### src/rtl/quad_encoder_bank.sv
`default_nettype none
// ============================================================================
// Module   : quad_encoder_bank
// Purpose  : Multi-channel quadrature encoder decoder. Each channel runs a
//            2-flop synchroniser, a per-bit glitch filter, and a Gray-code
//            quarter-step decoder with x1 (per detent) or x4 (per edge)
//            resolution. It also keeps an up/down value per channel.
// Options  : define QENC_SATURATE_EN to clamp values instead of wrapping.
// Revision : 1.0 - initial release
// ============================================================================
module quad_encoder_bank #(
  parameter int          NUM_CH        = 3,
  parameter int          OUT_WIDTH     = 8,
  parameter int unsigned STEP          = 1,
  parameter int          FILTER_CYCLES = 4,
  parameter int          X4_MODE       = 0
) (
  input  logic                          clk,
  input  logic                          reset,
  input  logic [NUM_CH-1:0]             a,
  input  logic [NUM_CH-1:0]             b,
  input  logic [NUM_CH-1:0]             clear,
  output logic [NUM_CH*OUT_WIDTH-1:0]   value,
  output logic [NUM_CH-1:0]             changed,
  output logic [NUM_CH-1:0]             dir,
  output logic [NUM_CH-1:0]             error
);

  localparam logic [OUT_WIDTH-1:0] c_STEP = OUT_WIDTH'(STEP);
  // The filter counter only needs to reach FILTER_CYCLES-1 before the level flips.
  localparam int c_CW = (FILTER_CYCLES < 2) ? 1 : $clog2(FILTER_CYCLES);
  localparam logic [c_CW-1:0] c_CNT_LAST = (FILTER_CYCLES < 1) ? '0 : c_CW'(FILTER_CYCLES - 1);

  for (genvar i = 0; i < NUM_CH; i++) begin : g_ch
    logic [1:0]           r_sync1, r_sync2, r_prev;
    logic [1:0]           w_filt;
    logic [2:0]           r_q;
    logic [OUT_WIDTH-1:0] r_val;
    logic                 r_chg, r_dir, r_err;

    logic [1:0]           w_pidx, w_cidx;
    logic                 w_fwd, w_rev, w_bad, w_at0;
    logic [3:0]           w_qn;
    logic                 w_inc, w_dec, w_step;
    logic [2:0]           w_q_next;
    logic [OUT_WIDTH-1:0] w_up, w_dn, w_next;

    // Two-flop synchroniser for the asynchronous {A,B} pins.
    always_ff @(posedge clk) begin
      if (reset) begin
        r_sync1 <= 2'b00;
        r_sync2 <= 2'b00;
      end else begin
        r_sync1 <= {a[i], b[i]};
        r_sync2 <= r_sync1;
      end
    end

    if (FILTER_CYCLES == 0) begin : g_nofilt
      assign w_filt = r_sync2;
    end else begin : g_filt
      for (genvar j = 0; j < 2; j++) begin : g_bit
        logic [c_CW-1:0] r_cnt;
        logic            r_lvl;

        // The level follows the synced bit only after it has differed for FILTER_CYCLES cycles in a row.
        always_ff @(posedge clk) begin
          if (reset) begin
            r_cnt <= '0;
            r_lvl <= 1'b0;
          end else if (r_sync2[j] == r_lvl) begin
            r_cnt <= '0;
          end else if (r_cnt == c_CNT_LAST) begin
            r_lvl <= r_sync2[j];
            r_cnt <= '0;
          end else begin
            r_cnt <= r_cnt + c_CW'(1);
          end
        end

        assign w_filt[j] = r_lvl;
      end
    end

    // Positions along the forward cycle 00->10->11->01 are given by {B, A^B}.
    assign w_pidx = {r_prev[0], ^r_prev};
    assign w_cidx = {w_filt[0], ^w_filt};
    assign w_fwd  = (w_cidx == w_pidx + 2'd1);
    assign w_rev  = (w_cidx == w_pidx - 2'd1);
    assign w_bad  = (w_filt == ~r_prev);
    assign w_at0  = (w_filt == 2'b00);

    // Sign-extended quarter count after this cycle's step.
    assign w_qn = w_fwd ? ({r_q[2], r_q} + 4'd1) :
                  w_rev ? ({r_q[2], r_q} - 4'd1) : {r_q[2], r_q};

    // In x1 mode, only a full detent of four quarters in one direction counts.
    assign w_inc = (X4_MODE != 0) ? w_fwd : (w_fwd && w_at0 && (w_qn == 4'b0100));
    assign w_dec = (X4_MODE != 0) ? w_rev : (w_rev && w_at0 && (w_qn == 4'b1100));

    // Quarter counter restarts at each return to 00, on illegal jumps and on clear.
    always_comb begin
      w_q_next = r_q;
      if (clear[i] || w_bad || (w_at0 && (w_fwd || w_rev))) begin
        w_q_next = 3'b000;
      end else if (w_fwd || w_rev) begin
        w_q_next = w_qn[2:0];
      end
    end

`ifdef QENC_SATURATE_EN
    logic [OUT_WIDTH:0] w_sum, w_dif;
    assign w_sum  = {1'b0, r_val} + {1'b0, c_STEP};
    assign w_dif  = {1'b0, r_val} - {1'b0, c_STEP};
    assign w_up   = w_sum[OUT_WIDTH] ? '1 : w_sum[OUT_WIDTH-1:0];
    assign w_dn   = w_dif[OUT_WIDTH] ? '0 : w_dif[OUT_WIDTH-1:0];
    assign w_next = w_inc ? w_up : (w_dec ? w_dn : r_val);
    // A clamped step that leaves the value untouched is not reported.
    assign w_step = (w_inc || w_dec) && (w_next != r_val);
`else
    assign w_up   = r_val + c_STEP;
    assign w_dn   = r_val - c_STEP;
    assign w_next = w_inc ? w_up : (w_dec ? w_dn : r_val);
    assign w_step = w_inc || w_dec;
`endif

    // Channel state: previous {A,B}, quarter count, value and event pulses.
    always_ff @(posedge clk) begin
      if (reset) begin
        r_prev <= 2'b00;
        r_q    <= 3'b000;
        r_val  <= '0;
        r_chg  <= 1'b0;
        r_dir  <= 1'b0;
        r_err  <= 1'b0;
      end else begin
        r_prev <= w_filt;
        r_q    <= w_q_next;
        r_err  <= w_bad;
        if (clear[i]) begin
          r_val <= '0;
          r_chg <= 1'b0;
        end else begin
          r_chg <= w_step;
          if (w_step) begin
            r_val <= w_next;
            r_dir <= w_inc;
          end
        end
      end
    end

    assign value[i*OUT_WIDTH +: OUT_WIDTH] = r_val;
    assign changed[i] = r_chg;
    assign dir[i]     = r_dir;
    assign error[i]   = r_err;
  end

endmodule
`default_nettype wire

### config.mk
export PLATFORM = sky130hd
export DESIGN_NAME = quad_encoder_bank
export DESIGN_NICKNAME = d
export VERILOG_FILES = /design/src/rtl/quad_encoder_bank.sv
export SDC_FILE = /design/constraint.sdc
export NUM_CORES = 1
export LEC_CHECK = 0
export ABC_CLOCK_PERIOD_IN_PS = 7310
export BUFFER_PORTS_ARGS = -buffer_cell sky130_fd_sc_hd__clkbuf_2
export CORE_UTILIZATION = 55
export CTS_CLUSTER_DIAMETER = 100
export DETAILED_ROUTE_END_ITERATION = 10
export GPL_ROUTABILITY_DRIVEN = 0
export MAX_ROUTING_LAYER = met4
export PLACE_DENSITY = 0.75
export SETUP_SLACK_MARGIN = 0.5
export SLEW_MARGIN = 20
export SYNTH_ARGS = -nofsm -noshare
export SYNTH_HDL_FRONTEND = slang
export SYNTH_SLANG_ARGS = --single-unit
### constraint.sdc
create_clock -name clk -period 7.31 [get_ports clk]
set_input_delay 0.3655 -clock clk [delete_from_list [all_inputs] [get_ports clk]]
set_output_delay 0.3655 -clock clk [all_outputs]
set_load 0.02 [all_outputs]
Word level (Yosys, flattened, before mapping). Index checks and enable logic that the tools add are counted.

Add/subtract/negate cells: 24. Mux-type cells: 12. Reduce and logical (&&, ||, !) cells: 63. Equality and inequality tests: 27. Bitwise gates (word level): 12.

Operator list (number): 8-bit two-way mux (6); 8-bit by 1-bit adder with 8-bit output, second input constant (3); 4-bit two-way mux (6); 2-bit AND reduction (12); 8-bit by 1-bit subtractor with 8-bit output, second input constant (3); 2-bit by 1-bit adder with 2-bit output, second input constant (9); 2-bit equality test (9); 3-bit OR reduction (6); 1-bit logical AND (15); 3-bit by 2-bit adder with 4-bit output, second input constant (3); 2-bit equality test, second input constant (6); 4-bit by 3-bit equality test with 1-bit output, second input constant (3); 4-bit equality test, second input constant (3); 1-bit logical OR (12); 2-bit OR reduction (6); 2-bit parity (6); 3-bit by 2-bit subtractor with 4-bit output, second input constant (3); 1-bit inverter (9); 1-bit equality test (6); 2-bit zero test (3); 2-bit inverter (3); 2-bit nonzero test (3); 2-bit by 1-bit subtractor with 2-bit output, second input constant (3).

Bits in registers: 78. Logic and storage cells: 174.

Longest topological paths before layout. Gate-level depths: netlist (run 1).

Depth in word-level cells: 9. Gate-level depth with buffers: 16. Gate-level depth less buffers: 15.

Least setup slack after synthesis (run 1). OpenSTA, ideal clock, no wires.

Path type: register to register. Start: register g_ch[0].g_filt.g_bit[0].r_lvl. End: register g_ch[0].r_val[7]. Path buffers: 1. Period minus slack after synthesis: 4.092 ns. Arrival time: 4.022 ns. Setup time: 0.070 ns. Required time: 7.240 ns. Path slack: 3.218 ns. Stages on the path, launching flop included: 16. Path through: dfxtp_1 > buf_2 > inv_1 > ha_1 > xnor2_2 > or3_1 > a211oi_2 > o22a_2 > nand2b_1 > ha_1 > and3_1 > a221o_1 > o41ai_1 > mux2_2 > or3_1 > a21oi_1.

Cells in the longest elaborated chain, start to end: 8. Elaborated cells between the ends (all ways): 16. Those cells by class: 4 x eq/ne; 3 x mux; 9 x reduce/logical.

Ends and longest elaborated chain: start, declared (line 64) `logic r_lvl;`; start signal, assigned (line 74) `r_lvl <= r_sync2[j];`; 2-bit parity (line 87) `assign w_cidx = {w_filt[0], ^w_filt};`; 2-bit equality test (line 89) `assign w_rev = (w_cidx == w_pidx - 2'd1);`; 4-bit two-way mux (line 95) `w_rev ? ({r_q[2], r_q} - 4'd1) : {r_q[2], r_q};`; 4-bit two-way mux (line 94) `assign w_qn = w_fwd ? ({r_q[2], r_q} + 4'd1) :`; 4-bit by 3-bit equality test with 1-bit output / 4-bit equality test (equally long branches) (line 98, 99); 1-bit logical AND, on equally long branches (line 98, 99); 2-bit nonzero test (no source line) / 1-bit logical OR (equally long branches); 2-bit AND reduction (no source line); end signal, assigned (line 146) `r_val <= w_next;`; end, declared (line 38) `logic [OUT_WIDTH-1:0] r_val;`.

Several ways; a longest one is shown, not always the timed one. A chain may end at the register's enable or synchronous reset.

Worst setup path in the final report (run 1). Same ends and word-level chain as after synthesis.

==> results of run 1 <==
## area by class of cell
cell class	count	area, um^2
fill	663	2930
multi-input combinational	368	2640
sequential	78	1560
timing repair buffer	43	215
tap	102	128
clock buffer	9	124
inverter	30	113
clock inverter	7	96.3
## where the power goes
part / internal [mW] / leakage, nW / switching (mW)
Clock: 0.194 / 0.114 / 0.166
Sequential: 0.429 / 0.631 / 0.00160
Combinational: 0.00686 / 1.27 / 0.0110
Total: 0.629 / 2.02 / 0.179
## metal layers
metal / wire, um / track usage / up-vias
li1: - / - / 1806
met1: 4000 / 0.274 / 1637
met2: 4170 / 0.368 / 106
met3: 365 / 0.0431 / 12
met4: 120 / 0.103 / 0
met5: 0 / - / -
## per-stage QoR
| stage | setup slack, ns | total power, mW |
|---|---|---|
| 6_report | 2.70 | 0.808 |
| 3_3_place_gp | 2.98 | 0.458 |
| 3_5_place_dp | 2.80 | 0.458 |
| 2_1_floorplan | 3.22 | 0.452 |
| 5_1_grt | 2.40 | 0.844 |
| 4_1_cts | 2.73 | 0.821 |
## path summary, 6_finish.rpt
| check | startpoint | to | cells past startpoint |
|---|---|---|---|
| worst max register to register | g_ch[0].g_filt.g_bit[0].r_lvl | g_ch[0].r_val[7] | 14 |
| worst min-delay path | b[2] | g_ch[2].r_sync1[0] | 2 |
| worst max-delay path | g_ch[0].g_filt.g_bit[0].r_lvl | g_ch[0].r_val[7] | 14 |
| worst min register to register | g_ch[0].g_filt.g_bit[1].r_cnt[0] | g_ch[0].g_filt.g_bit[1].r_cnt[0] | 1 |
## kinds of logic after synthesis
family / share of synthesized area
AOI/OAI and AO/OA: 0.155
xor gates and xnor gates: 0.0886
adders and majority gates: 0.106
buffers and inverters: 0.0604
DFF: 0.349
muxes: 0.0512
and+or+nand+nor: 0.190
## cell usage in the layout, fill, tap and decap left out, types with 2 or more instances in the layout
cell	Yosys	final
sky130_fd_sc_hd__mux2i_1	15	15
sky130_fd_sc_hd__o21ai_0	17	17
sky130_fd_sc_hd__o21ba_2	2	2
sky130_fd_sc_hd__xnor2_1	28	28
sky130_fd_sc_hd__bufinv_16	0	2
sky130_fd_sc_hd__fa_1	3	3
sky130_fd_sc_hd__nor3_1	12	12
sky130_fd_sc_hd__o211ai_1	8	8
sky130_fd_sc_hd__nor2_1	59	59
sky130_fd_sc_hd__or2_2	4	4
sky130_fd_sc_hd__a21oi_1	28	28
sky130_fd_sc_hd__o41ai_1	6	6
sky130_fd_sc_hd__clkbuf_8	0	9
sky130_fd_sc_hd__a21o_1	4	4
sky130_fd_sc_hd__nand2_1	17	17
sky130_fd_sc_hd__inv_6	0	2
sky130_fd_sc_hd__o22ai_1	2	2
sky130_fd_sc_hd__dfxtp_1	78	78
sky130_fd_sc_hd__xor2_1	10	10
sky130_fd_sc_hd__and2_1	4	4
sky130_fd_sc_hd__o21a_1	5	5
sky130_fd_sc_hd__and3_1	8	8
sky130_fd_sc_hd__nor2b_1	19	19
sky130_fd_sc_hd__clkinv_2	0	2
sky130_fd_sc_hd__ha_1	33	33
sky130_fd_sc_hd__inv_1	30	30
sky130_fd_sc_hd__nand3_1	22	22
sky130_fd_sc_hd__nand4_1	3	3
sky130_fd_sc_hd__clkbuf_2	0	43
sky130_fd_sc_hd__nand2b_1	3	3
sky130_fd_sc_hd__mux2_2	7	7
sky130_fd_sc_hd__a211oi_1	3	3
sky130_fd_sc_hd__or3_1	16	16
## flip-flops by register name (all words and copies together), names as in the netlist
signal and count:
g_ch.r_val 24, g_ch.g_filt.g_bit.r_cnt 12, g_ch.r_err 3, g_ch.r_q 9, g_ch.r_dir 3, g_ch.r_sync2 6, g_ch.r_sync1 6, g_ch.r_chg 3
g_ch.g_filt.g_bit.r_lvl 6, g_ch.r_prev 6
## worst register-to-register path, cell delays in order, from the launching register on
cell	delay [ns]
sky130_fd_sc_hd__dfxtp_1	0.58
sky130_fd_sc_hd__inv_1	0.16
sky130_fd_sc_hd__ha_1	0.38
sky130_fd_sc_hd__xnor2_2	0.22
sky130_fd_sc_hd__or3_1	0.39
sky130_fd_sc_hd__a211oi_2	0.30
sky130_fd_sc_hd__o22a_2	0.24
sky130_fd_sc_hd__nand2b_1	0.20
sky130_fd_sc_hd__ha_1	0.39
sky130_fd_sc_hd__and3_1	0.20
sky130_fd_sc_hd__a221o_1	0.34
sky130_fd_sc_hd__o41ai_1	0.32
sky130_fd_sc_hd__mux2_2	0.39
sky130_fd_sc_hd__or3_1	0.31
sky130_fd_sc_hd__a21oi_1	0.14
==> flow_metrics.tcl, run 1 <==
set metrics [dict create \
    synth_largest_area_cell "sky130_fd_sc_hd__dfxtp_1" \
    fmax_mhz 217 \
    worstMarginPinSlew_ns 0.814 \
    ios 44 \
    hpwlAfterDp_um 6020 \
    area_delta_synth_final_pct 9.06 \
    cts_made_buffers 9 \
    hp-class "primary input to register" \
    finish.instance_area_um2 4880 \
    cts.sinks 78 \
    routed_via_density 5.59 \
    netlist_top_cells_count "sky130_fd_sc_hd__dfxtp_1, sky130_fd_sc_hd__nor2_1, sky130_fd_sc_hd__ha_1, sky130_fd_sc_hd__inv_1" \
    crit_path_cell_chain "inv_1 -> ha_1 -> xnor2_2 -> or3_1 -> a211oi_2 -> o22a_2 -> nand2b_1 -> ha_1 -> and3_1 -> a221o_1 -> o41ai_1 -> mux2_2 -> or3_1 -> a21oi_1" \
    critPathLaunchType "register" \
    grt_remaining_overflow 0 \
    drt_iter0_drc 145 \
    wire_length_of_the_first_global_routing_pass_um 15200 \
    tritoncts_clock_tree "built" \
    wl_um 8660 \
    clkLatencyLatePin_ns 0.36 \
    grt_start_max_net_pins 44 \
    clock-root-buffer "sky130_fd_sc_hd__clkbuf_8" \
    synthesis.instances 503 \
    final.hold.worst_slack_ns 0.214 \
    p_leak_nw 2.02 \
    worst-r2r-setup-slack_ns 2.70 \
    antennaDiodeCount 0 \
    die_area_um2 8500 \
    post_layout_nonfiller_instances 637 \
    fraction_of_final_layout_cells_with_drive_strength_greater_than_1 0.159 \
    synth_top_area_share 0.349 \
    cp_max_fo 10 \
    dpl-instance-area_um2 4660 \
    detail-route-antenna-nets 0 \
    synth_flop_type "sky130_fd_sc_hd__dfxtp_1" \
    clk_path_buf_depth 2 \
    worstPathRequired_ns 7.60 \
    time_the_worst_path_needs_with_i_o_delays_and_setup_ns 4.61 \
    endpoint_kind "register" \
    clkSlewWorstSetupHoldPaths_ns 0.09 \
    library_cells_used_by_synthesis 63 \
    run_status "finished, final reports clean" \
    timing.setup.critical_path_class "register to register" \
    maxCapViolations 0 \
    ys_ff_latch 78 \
    first_global_vias 3436 \
    syn-cell-area_um2 4470 \
    core_region_area_um2 7810 \
    groute.usage.overall 0.227 \
    finalClockSkew_ns 0.0120 \
    path_buf_inv 1 \
    cellPowerDensity_nw_per_um2 166 \
    async_reset_ff_frac 0 \
    post_drt_wl_per_cell_um 13.6 \
    period_share 0.631 \
    yosysMostFrequentCell "sky130_fd_sc_hd__dfxtp_1" \
    dieHeight_um 92.2 \
    synth_area_per_cell_um2 8.90 \
    std_cell_rows 32 \
    top_family_by_delay_on_critical_path "compound AO/OA/AOI/OAI gates" \
    rsz0062_at_grt "false" \
    firstDrtPassIters 4 \
    nNetsFinal 577 \
    timing.setup.tns_ns 0 \
    total_of_buffers_placed_on_input_and_output_ports 43 \
    routed-via-count 3561 \
    cts-hold-fix-buffers 0 \
    timing_hold_violations_final 0 \
    slew_headroom 0.457 \
    starting_density_of_the_core 0.573 \
    postCtsResizedCells 0 \
    setup-violations-final 0 \
    worst_path_largest_cell_delay_ns 0.58 \
    ys.warnings.count 0 \
    cts_post_setup_buffers_inserted 0 \
    count_of_unresolved_drc_violations_after_routing 0 \
    postLayoutCoreUtil 0.625 \
    yosys-top-cells-area "sky130_fd_sc_hd__dfxtp_1, sky130_fd_sc_hd__ha_1, sky130_fd_sc_hd__xnor2_1, sky130_fd_sc_hd__nor2_1, sky130_fd_sc_hd__mux2i_1" \
    worst_path_cell_with_the_longest_stage_delay "sky130_fd_sc_hd__dfxtp_1" \
    slew_viol_final 0 \
    synth_sequential_area_ratio 0.349 \
    critPathArrivalTime_ns 4.90 \
    placedCellCount 621 \
    cts-htree-levels 3 \
    die_width_um 92.2 \
    synth_nets 550 \
    peakVddDrop_uv 123 \
    antenna_violations_before_repair 0 \
    synth_edf_count 0 \
]
(Power assumes the default switching activity.)
==> run 2: changes to the inputs <==
- ABC_AREA: default -> 1
- ABC_CLOCK_PERIOD_IN_PS: 7310 -> 4040
- CORE_UTILIZATION: 55 -> 53
- PLACE_DENSITY: 0.75 -> 0.76
- clock period: 7.31 -> 4.04 ns (I/O delays scaled with it)
==> flow_metrics.tcl, run 2 <==
set metrics [dict create \
    run_status "finished, final reports clean" \
    num-fill-cells 688 \
    internal_power_mw 1.08 \
    wl_um 7990 \
    synth_nets 630 \
    finalClockSkew_ns 0.0141 \
    worstHoldPathCells 3 \
    grt_start_max_net_pins 34 \
    count_of_unresolved_drc_violations_after_routing 0 \
    detail-route-antenna-nets 0 \
    routed-via-count 3616 \
    nNetsFinal 671 \
    antenna_violations_before_repair 0 \
    groute.usage.overall 0.207 \
    crit_path_cell_chain "inv_1 -> ha_1 -> nand2_1 -> nand2_4 -> nor2_2 -> nand2_1 -> nand3_1 -> nand2_2 -> nand3_4 -> inv_1 -> fa_1 -> o21ai_1 -> nand2_1 -> a21oi_1 -> nor2_1 -> xnor2_1 -> nor2_1 -> nor2_1" \
    wire_length_of_the_first_global_routing_pass_um 14200 \
    synth_sequential_area_ratio 0.360 \
    time_the_worst_path_needs_with_i_o_delays_and_setup_ns 3.25 \
    most_common_cell_after_layout_fill_and_taps_aside "sky130_fd_sc_hd__nor2_1" \
    post_drt_wl_per_cell_um 10.9 \
    worstMarginPinSlew_ns 0.748 \
    hp-class "primary input to register" \
    largest_reg_flops 24 \
    area_delta_synth_final_pct 12.1 \
    p_leak_nw 2.31 \
    worst_path_cell_with_the_longest_stage_delay "sky130_fd_sc_hd__dfxtp_1" \
    worstPathRequired_ns 4.28 \
    async_reset_ff_frac 0 \
    clk_path_buf_depth 2 \
    max_flop_register "g_ch.r_val" \
    worst_r2r_path_depth 18 \
    clkSlewWorstSetupHoldPaths_ns 0.08 \
    critPathArrivalTime_ns 3.49 \
    peakVddDrop_uv 173 \
    starting_density_of_the_core 0.555 \
    rsz0062_at_grt "true" \
    maxCapViolations 0 \
    period_share 0.805 \
    core_region_area_um2 7810 \
    setup-violations-final 0 \
    ys.warnings.count 0 \
    endpoint_kind "register" \
    library_cells_used_by_synthesis 38 \
    cp_max_fo 9 \
    share_comb_of_total_power 0.024 \
    cts_post_setup_buffers_inserted 0 \
    cellPowerDensity_nw_per_um2 282 \
    fraction_of_final_layout_cells_with_drive_strength_greater_than_1 0.165 \
    worst_path_largest_cell_delay_ns 0.43 \
    yosys-top-cells-area "sky130_fd_sc_hd__dfxtp_1, sky130_fd_sc_hd__ha_1, sky130_fd_sc_hd__nor2_1, sky130_fd_sc_hd__inv_1, sky130_fd_sc_hd__nand2_1" \
    power.share.clock 0.408 \
    ys_ff_latch 78 \
    ios 44 \
    std_cell_rows 32 \
    syn-cell-area_um2 4340 \
    grt_remaining_overflow 0 \
    die_area_um2 8550 \
    synth_largest_area_cell "sky130_fd_sc_hd__dfxtp_1" \
    fmax_mhz 307 \
    clkLatencyLatePin_ns 0.34 \
    power_frac_seq 0.568 \
    drt_iter0_drc 124 \
    postCtsResizedCells 0 \
    highest_count_cells_in_the_layout_ignoring_fill_and_taps "sky130_fd_sc_hd__nor2_1, sky130_fd_sc_hd__inv_1, sky130_fd_sc_hd__nand2_1, sky130_fd_sc_hd__dfxtp_1, sky130_fd_sc_hd__clkbuf_2" \
    timing.setup.critical_path_class "register to register" \
    timing.setup.tns_ns 0 \
    synth_flop_type "sky130_fd_sc_hd__dfxtp_1" \
    hpwlAfterDp_um 6030 \
    path_buf_inv 2 \
    cts.sinks 78 \
    clock-root-buffer "sky130_fd_sc_hd__clkbuf_8" \
    netlist_top_cells_count "sky130_fd_sc_hd__nor2_1, sky130_fd_sc_hd__inv_1, sky130_fd_sc_hd__nand2_1, sky130_fd_sc_hd__dfxtp_1, sky130_fd_sc_hd__a21oi_1" \
    yosysMostFrequentCell "sky130_fd_sc_hd__nor2_1" \
    critical_path_cell_count 18 \
    cts-htree-levels 3 \
    synth_edf_count 0 \
    total_of_buffers_placed_on_input_and_output_ports 43 \
    dieHeight_um 92.4 \
    synth_area_per_cell_um2 7.44 \
    firstDrtPassIters 6 \
    first_global_vias 3443 \
    postLayoutCoreUtil 0.622 \
    timing_hold_violations_final 0 \
    top_family_by_delay_on_critical_path "simple AND/OR/NAND/NOR gates" \
    slew_viol_final 0 \
    switching_share 0.214 \
    synth_top_area_share 0.360 \
    largestRegisters "g_ch.r_val: 24 flops, g_ch.g_filt.g_bit.r_cnt: 12 flops, g_ch.r_q: 9 flops" \
    antennaDiodeCount 0 \
    slew_headroom 0.500 \
    cts_made_buffers 9 \
    net-switching-power_mw 0.294 \
    cts-hold-fix-buffers 0 \
    die_width_um 92.4 \
    synthesis.instances 583 \
    routed_via_density 4.95 \
    critPathLaunchType "register" \
    tritoncts_clock_tree "built" \
]
## run 2: worst register-to-register path, stage by stage, from the launching register on
cell and delay (ns):
sky130_fd_sc_hd__dfxtp_1 0.43, sky130_fd_sc_hd__inv_1 0.11, sky130_fd_sc_hd__ha_1 0.32, sky130_fd_sc_hd__nand2_1 0.14, sky130_fd_sc_hd__nand2_4 0.10, sky130_fd_sc_hd__nor2_2 0.16, sky130_fd_sc_hd__nand2_1 0.10, sky130_fd_sc_hd__nand3_1 0.11
sky130_fd_sc_hd__nand2_2 0.10, sky130_fd_sc_hd__nand3_4 0.20, sky130_fd_sc_hd__inv_1 0.11, sky130_fd_sc_hd__fa_1 0.42, sky130_fd_sc_hd__o21ai_1 0.19, sky130_fd_sc_hd__nand2_1 0.11, sky130_fd_sc_hd__a21oi_1 0.20, sky130_fd_sc_hd__nor2_1 0.08
sky130_fd_sc_hd__xnor2_1 0.13, sky130_fd_sc_hd__nor2_1 0.12, sky130_fd_sc_hd__nor2_1 0.06
## run 2: final cells by class
cell class | count | area [um^2] | area share
multi-input combinational | 400 | 2410 | 0.495
sequential | 78 | 1570 | 0.322
inverter | 92 | 348 | 0.0716
timing repair buffer | 43 | 215 | 0.0443
clock buffer | 14 | 183 | 0.0376
tap | 102 | 128 | 0.0263
clock inverter | 2 | 13.8 | 0.00283
## run 2: metal layers
layer / track usage / routed length, um
met5: - / 0
met1: 0.235 / 3790
met4: 0.0677 / 95
met2: 0.365 / 3930
met3: 0.0386 / 185
## run 2: kinds of logic (layout without fill, tap and decap cells)
| logic type | count (synthesis) | after routing | synth area share |
|---|---|---|---|
| adders and majority gates | 36 | 36 | 0.109 |
| and+or+nand+nor | 246 | 246 | 0.253 |
| xor gates and xnor gates | 30 | 30 | 0.0641 |
| buffers and inverters | 105 | 151 | 0.0996 |
| AOI/OAI and AO/OA | 88 | 88 | 0.114 |
| DFF | 78 | 78 | 0.360 |
## run 2: power by group through the flow
stage	Combinational (mW)	Sequential (mW)	Clock [mW]
after detailed placement	0.0330	0.797	0
after CTS	0.0333	0.779	0.574
after global placement	0.0320	0.797	0
after floorplan	0.0217	0.796	0
final	0.0330	0.779	0.560
after global routing	0.0384	0.780	0.610
## run 2: worst paths after layout
path                                                    start                 end  slack (ns)
worst max-delay path            g_ch[0].g_filt.g_bit[0].r_lvl    g_ch[0].r_val[6]        0.79
worst min-delay path                                     a[2]  g_ch[2].r_sync1[1]        0.05
worst max register to register  g_ch[0].g_filt.g_bit[0].r_lvl    g_ch[0].r_val[6]        0.79
worst min register to register             g_ch[2].r_sync1[0]  g_ch[2].r_sync2[0]        0.40
## run 2: stage by stage
stage	hold slack [ns]	instances	setup WS (ns)	instance area, um^2	power, mW
after floorplan	0.309	583	0.940	4340	0.818
after global routing	0.0548	731	0.454	4860	1.43
final	0.0478	731	0.786	4860	1.37
after detailed placement	0.393	715	0.618	4590	0.830
after global placement	0.391	715	0.785	4590	0.829
after CTS	0.0367	731	0.621	4790	1.39
==> run 3: changes to the inputs <==
- ABC_CLOCK_PERIOD_IN_PS: 4040 -> 3400
- CORE_UTILIZATION: 53 -> 55
- PLACE_DENSITY: 0.76 -> 0.75
- clock period: 4.04 -> 3.4 ns (I/O delays scaled with it)
==> flow_metrics.tcl, run 3 (synthesized netlist as in run 2, its figures left out) <==
set metrics [dict create \
    nNetsFinal 720 \
    cellPowerDensity_nw_per_um2 284 \
    share_comb_of_total_power 0.028 \
    highest_count_cells_in_the_layout_ignoring_fill_and_taps "sky130_fd_sc_hd__nor2_1, sky130_fd_sc_hd__inv_1, sky130_fd_sc_hd__dfxtp_1, sky130_fd_sc_hd__nand2_1, sky130_fd_sc_hd__clkbuf_2" \
    slew_viol_final 0 \
    grt_remaining_overflow 0 \
    cts-htree-levels 3 \
    fmax_mhz 329 \
    largest_reg_flops 24 \
    worst_path_cell_with_the_longest_stage_delay "sky130_fd_sc_hd__dfxtp_2" \
    routed-via-count 4126 \
    worst-r2r-setup-slack_ns 0.36 \
    antenna_violations_before_repair 0 \
    detail-route-antenna-nets 0 \
    power_frac_seq 0.559 \
    placedCellCount 715 \
    worstMarginPinSlew_ns 0.743 \
    critical_path.reg2reg.endpoint "g_ch[1].r_val[7]" \
    tritoncts_clock_tree "built" \
    wl_um 10900 \
    firstDrtPassIters 7 \
    most_common_cell_after_layout_fill_and_taps_aside "sky130_fd_sc_hd__nor2_1" \
    routed_via_density 5.31 \
    fraction_of_final_layout_cells_with_drive_strength_greater_than_1 0.333 \
    core_region_area_um2 7690 \
    grt_start_max_net_pins 34 \
    period_share 0.893 \
    rsz0062_at_grt "true" \
    critPathCapture "g_ch[1].r_val[7]" \
    cts_made_buffers 9 \
    endpoint_kind "register" \
    critPathLaunchType "register" \
    max_flop_register "g_ch.r_val" \
    path_common_cell "sky130_fd_sc_hd__nand2_4" \
    post_layout_nonfiller_instances 777 \
    ios 44 \
    dieHeight_um 90.8 \
    worst_r2r_path_depth 23 \
    hpwlAfterDp_um 6030 \
    startpoint "g_ch[1].g_filt.g_bit[1].r_lvl" \
    drt_iter0_drc 149 \
    net-switching-power_mw 0.369 \
    groute.usage.overall 0.251 \
    internal_power_mw 1.28 \
    clkLatencyLatePin_ns 0.36 \
    detailedPlace.worstSlack_ns 0.192 \
    power.share.clock 0.414 \
    clock-root-buffer "sky130_fd_sc_hd__clkbuf_8" \
    clkSlewWorstSetupHoldPaths_ns 0.07 \
    run_status "finished, final reports clean" \
    reg2reg_from "g_ch[1].g_filt.g_bit[1].r_lvl" \
    worst_path_largest_cell_delay_ns 0.37 \
    antennaDiodeCount 0 \
    p_leak_nw 2.62 \
    timing.setup.critical_path_class "register to register" \
    num-fill-cells 514 \
    timing_hold_violations_final 0 \
    report.power.total_mw 1.65 \
    first_global_vias 3810 \
    setup_slack_ns 0.365 \
    switching_share 0.224 \
    setup-violations-final 0 \
    peakVddDrop_uv 176 \
    critPathArrivalTime_ns 3.33 \
    worstPathRequired_ns 3.70 \
    timing.setup.tns_ns 0 \
    crit_path_cell_chain "inv_4 -> ha_4 -> inv_4 -> nand2_4 -> nand2_4 -> nand2_4 -> nand2_4 -> nor2_4 -> nand2_1 -> nand2_2 -> nand2_2 -> nor2_4 -> clkinv_4 -> ha_4 -> a21oi_4 -> nand2_2 -> a31oi_4 -> inv_2 -> nor3_4 -> nor2_2 -> nand3_1 -> nand2_1 -> nor2_1" \
    die_area_um2 8240 \
    count_of_unresolved_drc_violations_after_routing 0 \
    std_cell_rows 32 \
    clk_path_buf_depth 2 \
    post_drt_wl_per_cell_um 14.0 \
    time_the_worst_path_needs_with_i_o_delays_and_setup_ns 3.04 \
    finalClockSkew_ns 0.00634 \
    hp-class "primary input to register" \
    wire_length_of_the_first_global_routing_pass_um 16300 \
    cp_max_fo 5 \
    die_width_um 90.8 \
    cts.sinks 78 \
    starting_density_of_the_core 0.564 \
    maxCapViolations 0 \
    total_of_buffers_placed_on_input_and_output_ports 43 \
    area_delta_synth_final_pct 34.1 \
    slew_headroom 0.503 \
    largestRegisters "g_ch.r_val: 24 flops, g_ch.g_filt.g_bit.r_cnt: 12 flops, g_ch.r_q: 9 flops" \
]
-- run 3: changes by cell type in the layout (fill, tap and decap cells not counted), sizes merged --
cell	change
dlygate4sd3	+5
clkbuf	-3
buf	+43
bufinv	+1
-- run 3: final cells by class --
type / instances / area, um^2 / share of cell area
multi-input combinational: 400 / 2930 / 0.504
clock buffer: 11 / 141 / 0.0243
timing repair buffer: 91 / 616 / 0.106
timing repair inverter: 1 / 6.26 / 0.00108
sequential: 78 / 1580 / 0.272
clock inverter: 2 / 35.0 / 0.00603
tap: 102 / 128 / 0.0220
inverter: 92 / 373 / 0.0642
-- run 3: per-layer routing --
| metal | GRT usage | share of wire | vias up |
|---|---|---|---|
| li1 | - | - | 2022 |
| met1 | 0.265 | 0.41 | 1935 |
| met2 | 0.455 | 0.51 | 127 |
| met3 | 0.0505 | 0.041 | 42 |
| met4 | 0.101 | 0.038 | 0 |
| met5 | - | 0 | - |
-- run 3: metrics by stage --
step           hold WS [ns]  cell area, um^2   util
6_report             0.0314             5810  0.756
5_1_grt              0.0289             5810  0.756
4_1_cts              0.0357             5260  0.685
3_5_place_dp          0.367             4670  0.607
3_3_place_gp          0.362             4670  0.607
2_1_floorplan         0.277             4410      -
-- run 3: what timing repair did --
action | 4_1_cts | 5_1_grt
pin swaps | 22 | 69
endpoints found under the setup margin | 10 | 12
cloned | 1 | 0
hold buffers | 5 | 0
hold endpoints to repair | 5 | 0
buffers inserted | 19 | 24
resized for setup | 49 | 86
-- run 3: how the worst min path moves through the flow --
stage | startpoint | endpoint | cells past startpoint
floorplan | b[0] | g_ch[0].r_sync1[0] | 2
global placement | a[0] | g_ch[0].r_sync1[1] | 3
detailed placement | a[0] | g_ch[0].r_sync1[1] | 3
CTS | b[1] | g_ch[1].r_sync1[0] | 3
global route | b[1] | g_ch[1].r_sync1[0] | 3
finish | b[1] | g_ch[1].r_sync1[0] | 3
-- run 3: critical path: cells and delay by family (launching register included) --
kind,cells,cell delay (ns)
flops,1,0.37
buf+inv,4,0.29
compound gates,2,0.35
simple gates,15,1.41
fa+ha+maj,2,0.55
-- run 3: power by group through the flow --
stage	registers [mW]	clock network (mW)	logic [mW]
floorplan	0.946	0	0.0258
global placement	0.947	0	0.0389
detailed placement	0.947	0	0.0398
CTS	0.923	0.679	0.0447
global route	0.923	0.724	0.0524
finish	0.922	0.683	0.0454
